## src/rtl/load_store_unit.sv

```systemverilog
// load_store_unit: memory stage of the single-cycle RV32I core.
// Turns one load or store per instruction into a registered req/ack bus
// transaction. It steers byte and halfword lanes, sign- or zero-extends
// load data, and flags misaligned accesses. stall_w_o_h holds the core
// until the access completes.
// Optional feature: define LSU_TIMEOUT_EN to abandon a request that has
// waited TIMEOUT_CYC cycles for ack, and report it on bus_err_w_o_h.
module load_store_unit #(
    parameter int TIMEOUT_CYC = 64
) (
    input  logic        clk_w_i,
    input  logic        res_w_i_h,
    input  logic        mem_rd_w_i_h,
    input  logic        mem_wr_w_i_h,
    input  logic [2:0]  funct_3_w_i,
    input  logic [31:0] addr_w_i,
    input  logic [31:0] wr_data_w_i,
    output logic [31:0] ld_data_w_o,
    output logic        stall_w_o_h,
    output logic        misalign_w_o_h,
    output logic        bus_err_w_o_h,
    output logic        bus_req_w_o_h,
    output logic        bus_we_w_o_h,
    output logic [31:0] bus_addr_w_o,
    output logic [31:0] bus_wdata_w_o,
    output logic [3:0]  bus_be_w_o,
    input  logic        bus_ack_w_i_h,
    input  logic [31:0] bus_rdata_w_i
);

    typedef enum logic [1:0] {
        ST_IDLE = 2'd0,
        ST_REQ  = 2'd1,
        ST_DONE = 2'd2
    } state_t;

    state_t      state_q, state_d;
    logic        bus_req_q, bus_req_d;
    logic        bus_we_q, bus_we_d;
    logic [31:0] bus_addr_q, bus_addr_d;
    logic [31:0] bus_wdata_q, bus_wdata_d;
    logic [3:0]  bus_be_q, bus_be_d;
    logic [31:0] ld_data_q, ld_data_d;
    logic        misalign_q, misalign_d;
    logic [2:0]  funct_3_q, funct_3_d;
    logic [1:0]  offset_q, offset_d;

    logic        op_w;
    logic        aligned_w;
    logic [3:0]  lane_be_w;
    logic [31:0] lane_wdata_w;
    logic [15:0] ld_lane_w;
    logic [31:0] ld_ext_w;

`ifdef LSU_TIMEOUT_EN
    logic        bus_err_q, bus_err_d;
    logic [7:0]  tmo_cnt_q, tmo_cnt_d;
`else
    logic [7:0]  tmo_cfg_unused;
    assign tmo_cfg_unused = 8'(TIMEOUT_CYC);
`endif

    // A store wins over a load if control raises both; either one is an access.
    assign op_w = mem_wr_w_i_h | mem_rd_w_i_h;

    // Halfwords need an even address and words need a word address; bytes are always aligned.
    always_comb begin
        aligned_w = 1'b1;
        if (funct_3_w_i[1]) begin
            aligned_w = (addr_w_i[1:0] == 2'b00);
        end else if (funct_3_w_i[0]) begin
            aligned_w = ~addr_w_i[0];
        end
    end

    // Replicate store data across all lanes and enable only the lanes the access covers.
    always_comb begin
        lane_be_w    = 4'b1111;
        lane_wdata_w = wr_data_w_i;
        if (!funct_3_w_i[1]) begin
            if (funct_3_w_i[0]) begin
                lane_be_w    = 4'b0011 << addr_w_i[1:0];
                lane_wdata_w = {2{wr_data_w_i[15:0]}};
            end else begin
                lane_be_w    = 4'b0001 << addr_w_i[1:0];
                lane_wdata_w = {4{wr_data_w_i[7:0]}};
            end
        end
    end

    // Shift the addressed bytes of the read word down to bit 0, then extend them to 32 bits.
    always_comb begin
        ld_lane_w = 16'(bus_rdata_w_i >> {offset_q, 3'b000});
        ld_ext_w  = bus_rdata_w_i;
        if (!funct_3_q[1]) begin
            if (funct_3_q[0]) begin
                ld_ext_w = {{16{ld_lane_w[15] & ~funct_3_q[2]}}, ld_lane_w[15:0]};
            end else begin
                ld_ext_w = {{24{ld_lane_w[7] & ~funct_3_q[2]}}, ld_lane_w[7:0]};
            end
        end
    end

    // Next-state and next-output logic; every output is registered except stall.
    always_comb begin
        state_d     = state_q;
        bus_req_d   = bus_req_q;
        bus_we_d    = bus_we_q;
        bus_addr_d  = bus_addr_q;
        bus_wdata_d = bus_wdata_q;
        bus_be_d    = bus_be_q;
        ld_data_d   = ld_data_q;
        funct_3_d   = funct_3_q;
        offset_d    = offset_q;
        misalign_d  = 1'b0;
`ifdef LSU_TIMEOUT_EN
        bus_err_d   = 1'b0;
        tmo_cnt_d   = tmo_cnt_q;
`endif
        case (state_q)
            ST_IDLE: begin
                if (op_w) begin
                    funct_3_d = funct_3_w_i;
                    offset_d  = addr_w_i[1:0];
                    if (aligned_w) begin
                        bus_req_d   = 1'b1;
                        bus_we_d    = mem_wr_w_i_h;
                        bus_addr_d  = {addr_w_i[31:2], 2'b00};
                        bus_be_d    = lane_be_w;
                        bus_wdata_d = lane_wdata_w;
`ifdef LSU_TIMEOUT_EN
                        tmo_cnt_d   = 8'd0;
`endif
                        state_d     = ST_REQ;
                    end else begin
                        misalign_d = 1'b1;
                        state_d    = ST_DONE;
                    end
                end
            end
            ST_REQ: begin
                if (bus_ack_w_i_h) begin
                    bus_req_d = 1'b0;
                    if (!bus_we_q) begin
                        ld_data_d = ld_ext_w;
                    end
                    state_d = ST_DONE;
                end
`ifdef LSU_TIMEOUT_EN
                else if (tmo_cnt_q == 8'(TIMEOUT_CYC - 1)) begin
                    bus_req_d = 1'b0;
                    bus_err_d = 1'b1;
                    state_d   = ST_DONE;
                end else begin
                    tmo_cnt_d = tmo_cnt_q + 8'd1;
                end
`endif
            end
            ST_DONE: begin
                state_d = ST_IDLE;
            end
            default: begin
                state_d = ST_IDLE;
            end
        endcase
    end

    // State and output registers; reset abandons any access in flight.
    always_ff @(posedge clk_w_i or posedge res_w_i_h) begin
        if (res_w_i_h) begin
            state_q     <= ST_IDLE;
            bus_req_q   <= 1'b0;
            bus_we_q    <= 1'b0;
            bus_addr_q  <= 32'd0;
            bus_wdata_q <= 32'd0;
            bus_be_q    <= 4'd0;
            ld_data_q   <= 32'd0;
            misalign_q  <= 1'b0;
            funct_3_q   <= 3'd0;
            offset_q    <= 2'd0;
`ifdef LSU_TIMEOUT_EN
            bus_err_q   <= 1'b0;
            tmo_cnt_q   <= 8'd0;
`endif
        end else begin
            state_q     <= state_d;
            bus_req_q   <= bus_req_d;
            bus_we_q    <= bus_we_d;
            bus_addr_q  <= bus_addr_d;
            bus_wdata_q <= bus_wdata_d;
            bus_be_q    <= bus_be_d;
            ld_data_q   <= ld_data_d;
            misalign_q  <= misalign_d;
            funct_3_q   <= funct_3_d;
            offset_q    <= offset_d;
`ifdef LSU_TIMEOUT_EN
            bus_err_q   <= bus_err_d;
            tmo_cnt_q   <= tmo_cnt_d;
`endif
        end
    end

    // Stall is combinational so the core freezes in the same cycle it presents an access.
    assign stall_w_o_h = ~res_w_i_h &
                         (((state_q == ST_IDLE) & op_w) | (state_q == ST_REQ));

    assign ld_data_w_o    = ld_data_q;
    assign misalign_w_o_h = misalign_q;
    assign bus_req_w_o_h  = bus_req_q;
    assign bus_we_w_o_h   = bus_we_q;
    assign bus_addr_w_o   = bus_addr_q;
    assign bus_wdata_w_o  = bus_wdata_q;
    assign bus_be_w_o     = bus_be_q;
`ifdef LSU_TIMEOUT_EN
    assign bus_err_w_o_h  = bus_err_q;
`else
    assign bus_err_w_o_h  = 1'b0;
`endif

endmodule
```

## config.mk

```make
export PLATFORM = sky130hd
export DESIGN_NAME = load_store_unit
export DESIGN_NICKNAME = d
export VERILOG_FILES = /design/src/rtl/load_store_unit.sv
export SDC_FILE = /design/constraint.sdc
export NUM_CORES = 1
export LEC_CHECK = 0
export ABC_AREA = 1
export BUFFER_PORTS_ARGS = -buffer_cell sky130_fd_sc_hd__buf_4
export CAP_MARGIN = 0
export CORE_MARGIN = 5
export CORE_UTILIZATION = 49
export CTS_CLUSTER_DIAMETER = 100
export CTS_CLUSTER_SIZE = 28
export DETAILED_ROUTE_END_ITERATION = 12
export PLACE_DENSITY = 0.87
export SYNTH_ARGS = -nofsm -noshare
export SYNTH_HDL_FRONTEND = slang
export SYNTH_SLANG_ARGS = --single-unit
export TNS_END_PERCENT = 20
```

## constraint.sdc

```tcl
create_clock -name clk_w_i -period 4.3 [get_ports clk_w_i]
set_input_delay 0.215 -clock clk_w_i [delete_from_list [all_inputs] [get_ports clk_w_i]]
set_output_delay 0.215 -clock clk_w_i [all_outputs]
set_load 0.03 [all_outputs]
```

==> impl_metrics.py, run 1 <==
metrics = {
    "run_status": {
        "status": "finished clean",
    },
    "sta": {
        "max_slew.worst_pin.slew_ns": 1.01,
        "fmax_ghz": 0.410,
        "rsz0062_at_grt": "no",
        "final.min_clock_period_ns": 2.44,
        "totalNegativeSetupSlack_ns": 0,
        "setup_viol": 0,
        "fin_crit_sh": 0.567,
        "hold_viol_final": 0,
        "fin_skew_ns": 0.0115,
        "drv_slew": 0,
        "slew_headroom": 0.321,
    },
    "critical_path": {
        "crit_arrival_ns": 2.69,
        "crit_path_max_fanout": 40,
        "critPathRequiredTime_ns": 4.55,
        "critPathKind": "reg2reg",
        "start_kind": "register",
        "cp-end-kind": "register",
    },
    "route": {
        "drt-met1-wl_um": 5980,
        "wl_per_cell_um": 15.4,
        "dr_wl_met2_um": 6940,
        "top_layer": "met4",
        "drt_iter0_drc": 342,
        "drc": 0,
        "routed_wl_um": 14900,
        "dr_wl_met3_um": 1720,
        "via_per_inst": 5.12,
        "num_vias": 4958,
        "detail-route-antenna-nets": 0,
        "firstDrtPassIters": 6,
    },
    "logic_synthesis": {
        "synthMuxAreaShare": 0,
        "synth_top_family_by_area": "simple AND/OR/NAND/NOR gates",
        "synthArstFlopShare": 1.00,
        "synth_compound_area_frac": 0.131,
        "yosys.area_share.simple": 0.270,
        "syn_area_um2": 5180,
        "synth_seq_cells": 108,
        "synthCells": 650,
        "yosysMostFrequentCell": "nand2_1",
        "ys_top_cells_by_area": "dfrtp_1 52%, nand2_1 19%, a21oi_1 4.2%",
        "netlist.area_leader.share": 0.521,
        "synthTopCellsByCount": "262 x nand2_1, 108 x dfrtp_1, 48 x nor2_1",
        "yosys_warnings": 0,
        "yosysTopAreaCell": "dfrtp_1",
        "post_synth.cell_area_avg_um2": 7.97,
        "synth-xor-area-share": 0,
        "seq_area_frac_synth": 0.521,
        "synthAdderAreaFrac": 0,
        "synth_edf_count": 0,
        "ys_dominant_reg_cell": "dfrtp_1",
        "yosysUniqueCellTypes": 28,
    },
    "floorplanning": {
        "ios": 209,
        "rows": 37,
        "coreArea_um2": 10300,
        "initial_core_util": 0.502,
        "die_height_um": 113,
        "die_w_um": 113,
        "die-area_um2": 12700,
    },
    "grt": {
        "grt_use_total": 0.236,
        "grt_max_degree": 94,
        "grt_pass1_vias": 4865,
        "antenna_found_initial": 0,
        "overflow": 0,
        "grt_pass1_wl_um": 24100,
    },
    "clock_network": {
        "cts.sinks": 108,
        "cts-buffers-inserted": 9,
        "cts_resized": 0,
        "clock_path_buffers": 2,
        "cts_tree": "built",
        "postCtsSetupBuffers": 0,
        "postCtsHoldBufs": 0,
        "cts.clk_slew.worst_paths_ns": 0.10,
        "cts-root-buf": "clkbuf_8",
        "htree_levels": 3,
        "clock_latency_ns": 0.36,
    },
    "place": {
        "dpl.hpwl_um": 11000,
        "gp_congestion": 0.896,
        "port-buffer-count": 205,
    },
    "power_and_ir_drop": {
        "finalPower_w": 0.00554,
        "powerDensity_nw_per_um2": 807,
        "ir_drop_mv": 0.464,
        "cellLeakagePower_nw": 3.64,
    },
    "finish": {
        "nFillCells": 889,
        "areaGrowthSynthToFinish_pct": 32.4,
        "drive_gt1_frac": 0.301,
        "antenna_cells": 0,
        "fin_nets": 933,
    },
    "hold_path": {
        "min_path_type": "in2reg",
    },
    "run": {
        "cap_violations": 0,
    },
}
## logic make-up (layout without fill, tap and decap cells)
family	count (synthesis)	count (layout)
AO/OA/AOI/OAI	115	115
AND/OR/NAND/NOR	347	347
buffers and inverters	79	260
other	1	3
flip-flops	108	108
## power by group
part | total [W] | switching (W) | internal (W)
Clock | 0.000629 | 0.000356 | 0.000274
Combinational | 0.00302 | 0.00196 | 0.00106
Sequential | 0.00189 | 0.000388 | 0.00150
## final timing paths
check | depth (start not counted) | to | slack, ns | start
min in group asynchronous | 2 | misalign_w_o_h | 0.06 | res_w_i_h
worst max-delay path | 6 | ld_data_w_o[23] | 1.86 | state_q[1]
worst max register to register | 6 | ld_data_w_o[23] | 1.86 | state_q[1]
worst min register to register | 2 | bus_addr_w_o[18] | 0.48 | bus_addr_w_o[18]
worst min-delay path | 3 | bus_addr_w_o[3] | 0.04 | addr_w_i[3]
max in group asynchronous | 3 | bus_be_w_o[3] | 3.22 | res_w_i_h
## placed cells by master, fill, tap and decap left out, types with 2 or more instances in the layout
| cell type | n |
|---|---|
| nand2_1 | 262 |
| buf_4 | 207 |
| dfrtp_1 | 108 |
| nor2_1 | 48 |
| a21oi_1 | 43 |
| inv_1 | 32 |
| a31oi_1 | 27 |
| nand3_1 | 25 |
| o21ai_0 | 24 |
| a21oi_2 | 10 |
| clkbuf_8 | 9 |
| o211ai_1 | 7 |
| inv_2 | 4 |
| nand3_2 | 3 |
| nand2_2 | 3 |
| conb_1 | 3 |
| o21ai_2 | 2 |
| nor2_4 | 2 |
| inv_6 | 2 |
| clkinvlp_4 | 2 |
## flip-flops by register name, summed over array words and instances (netlist names)
name,flops
bus_addr_w_o,30
offset_q,2
state_q,2
bus_we_w_o_h,1
misalign_w_o_h,1
bus_be_w_o,4
funct_3_q,3
bus_wdata_w_o,32
bus_req_w_o_h,1
ld_data_w_o,32
## through the flow
| stage | instances | utilization | cell area (um2) | worst slack, ns | hold WS (ns) |
|---|---|---|---|---|---|
| finish | 969 | 0.665 | 6860 | 1.86 | 0.0449 |
| global placement | 954 | 0.646 | 6670 | 1.94 | 0.416 |
| global route | 969 | 0.665 | 6860 | 1.60 | 0.0352 |
| CTS | 969 | 0.665 | 6860 | 1.87 | 0.0305 |
| detailed placement | 954 | 0.646 | 6670 | 1.90 | 0.420 |
| floorplan | 652 | - | 5190 | 1.24 | 0.327 |
## layer usage
| layer | global-route usage | up-vias |
|---|---|---|
| li1 | - | 2427 |
| met1 | 0.298 | 2279 |
| met2 | 0.383 | 229 |
| met3 | 0.0866 | 23 |
| met4 | 0.0681 | 0 |
| met5 | 0 | - |
## cell type report
| type | count | area (um2) | area share |
|---|---|---|---|
| multi-input combinational | 465 | 2090 | 0.304 |
| sequential | 108 | 2700 | 0.394 |
| clock inverter | 6 | 73.8 | 0.0108 |
| clock buffer | 9 | 124 | 0.0180 |
| inverter | 38 | 150 | 0.0219 |
| tap | 136 | 170 | 0.0248 |
| timing repair buffer | 207 | 1550 | 0.226 |
## critical path, cell delays in order (launching register included)
cell and delay (ns):
dfrtp_1 0.40, inv_1 0.06, nand2_1 0.13, nor3_4 0.80, inv_2 0.54, a21oi_1 0.30, a21oi_2 0.08
Note: power is estimated with default switching activity, not from simulation.
==> inputs of run 2 (changes only) <==
- CORE_UTILIZATION: 49 -> 44
- PLACE_DENSITY: 0.87 -> 0.83
- clock period: 4.3 -> 1.96 ns (I/O delays scaled with it)
==> run 2 against run 1 <==
Compared with the run above:
- the flow now finishes with violations (negative hold slack)
- largest cell class unchanged
- clock power grew to 3.0 times the previous value
- core utilization is 0.65 points lower
- first-iteration DRC count is 14% lower
==> impl_metrics.py, run 2 (synthesized netlist as in run 1, its figures left out) <==
metrics = {
    "finish": {
        "drive_gt1_frac": 0.293,
        "seqCellArea_um2": 2700,
        "multi_input_area_um2": 2090,
        "fin_nets": 986,
        "mostFrequentLayoutCells": "262 x nand2_1, 211 x buf_4, 108 x dfrtp_1",
        "areaGrowthSynthToFinish_pct": 45.6,
        "nFillCells": 914,
        "mostFrequentLayoutCell": "nand2_1",
        "antenna_cells": 0,
    },
    "clock_network": {
        "cts-buffers-inserted": 9,
        "postCtsSetupBuffers": 0,
        "postCtsHoldBufs": 43,
        "clock_latency_ns": 0.35,
        "cts_tree": "built",
        "cts_resized": 0,
        "htree_levels": 3,
        "clock_path_buffers": 2,
        "cts.clk_slew.worst_paths_ns": 0.08,
        "cts-root-buf": "clkbuf_16",
        "cts.sinks": 108,
    },
    "sta": {
        "drv_slew": 0,
        "rsz0062_at_grt": "no",
        "fmax_ghz": 0.554,
        "slew_headroom": 0.532,
        "hold_viol_final": 1,
        "fin_skew_ns": 0.00888,
        "max_slew.worst_pin.slew_ns": 0.701,
        "fin_ws_ns": 0.156,
        "hold_ws_ns": -0.000636,
        "setup_viol": 0,
        "final.min_clock_period_ns": 1.80,
        "fin_crit_sh": 0.920,
        "totalNegativeSetupSlack_ns": 0,
    },
    "grt": {
        "grt_pass1_wl_um": 27800,
        "grt_use_total": 0.242,
        "overflow": 0,
        "grt_pass1_vias": 5411,
        "grt_max_degree": 71,
        "antenna_found_initial": 0,
    },
    "floorplanning": {
        "rows": 39,
        "die-area_um2": 14100,
        "coreArea_um2": 11500,
        "die_height_um": 119,
        "ios": 209,
        "die_w_um": 119,
        "initial_core_util": 0.452,
    },
    "critical_path": {
        "cp-end-kind": "register",
        "crit_path_max_fanout": 42,
        "worstSetupStartpoint": "mem_wr_w_i_h",
        "critPathKind": "in2reg",
        "crit_arrival_ns": 2.09,
        "r2r_end": "ld_data_w_o[27]",
        "start_kind": "input port",
        "ff2ff_path_depth": 8,
        "regToRegSetupSlack_ns": 0.26,
        "reg2reg_from": "offset_q[1]",
        "critPathRequiredTime_ns": 2.25,
    },
    "run_status": {
        "violations": "negative hold slack",
        "status": "complete, but fails checks",
    },
    "route": {
        "drc": 0,
        "firstDrtPassIters": 7,
        "wl_per_cell_um": 16.7,
        "routed_wl_um": 17200,
        "num_vias": 5362,
        "drt_iter0_drc": 293,
        "detail-route-antenna-nets": 0,
        "via_per_inst": 5.21,
    },
    "hold_path": {
        "whs_path_depth": 3,
        "min_path_type": "in2reg",
        "holdPathEnd": "bus_wdata_w_o[6]",
        "hold_path.startpoint": "wr_data_w_i[6]",
    },
    "run": {
        "cap_violations": 0,
    },
    "place": {
        "dpl.hpwl_um": 11600,
        "post-place-ws_ns": 0.281,
        "gp_congestion": 0.881,
        "port-buffer-count": 205,
    },
    "power_and_ir_drop": {
        "powerDensity_nw_per_um2": 1720,
        "cellLeakagePower_nw": 3.94,
        "ir_drop_mv": 1.03,
    },
}
run 2: cell types whose count changed in the layout (fill, tap and decap cells not counted), sizes merged:
cell and change:
clkinv +3, buf +8, inv -2, dlygate4sd3 +45
run 2: power by group:
part / switching (W) / internal [W] / total, W
logic: 0.00456 / 0.00244 / 0.00700
clock network: 0.000885 / 0.00101 / 0.00190
registers: 0.000768 / 0.00331 / 0.00408
run 2: layer usage:
layer / part of all wire / global-route usage / vias up / wire [um]
met5: 0 / 0 / - / 0
met4: 0.027 / 0.0780 / 0 / 472
met3: 0.10 / 0.0917 / 41 / 1800
met2: 0.49 / 0.397 / 269 / 8420
met1: 0.38 / 0.296 / 2516 / 6550
li1: - / - / 2536 / -
run 2: worst max-delay path by stage:
stage / end / slack (ns) / cells after the start
6_report: bus_addr_w_o[25] / 0.16 / 7
5_1_grt: bus_addr_w_o[25] / 0.04 / 7
4_1_cts: state_q[0] / 0.17 / 6
3_5_place_dp: ld_data_w_o[27] / 0.28 / 8
3_3_place_gp: ld_data_w_o[28] / 0.33 / 8
2_1_floorplan: bus_addr_w_o[10] / 0.56 / 1
run 2: metrics by stage:
stage / util / total power, W / cells / hold slack, ns / cell area (um2)
after floorplan: - / 0.00849 / 652 / 0.210 / 5190
after global routing: 0.658 / 0.0138 / 1030 / 0.00449 / 7550
after CTS: 0.657 / 0.0129 / 1028 / 0.0000988 / 7530
after global placement: 0.592 / 0.0108 / 969 / 0.222 / 6790
after detailed placement: 0.592 / 0.0109 / 969 / 0.221 / 6790
final: 0.658 / 0.0130 / 1030 / -0.000636 / 7550
run 2: worst max-delay path: stages:
cell	delay, ns
dlygate4sd3_1	0.54
buf_4	0.14
o21ai_2	0.36
nor2_4	0.10
inv_2	0.53
nand2_1	0.18
nand2_1	0.12
run 2: layout make-up:
class	count	area share
Clock inverter	7	0.0116
Clock buffer	9	0.0298
Tap cell	143	0.0237
Sequential cell	108	0.358
Timing Repair Buffer	260	0.280
Inverter	38	0.0201
Multi-Input combinational cell	465	0.277
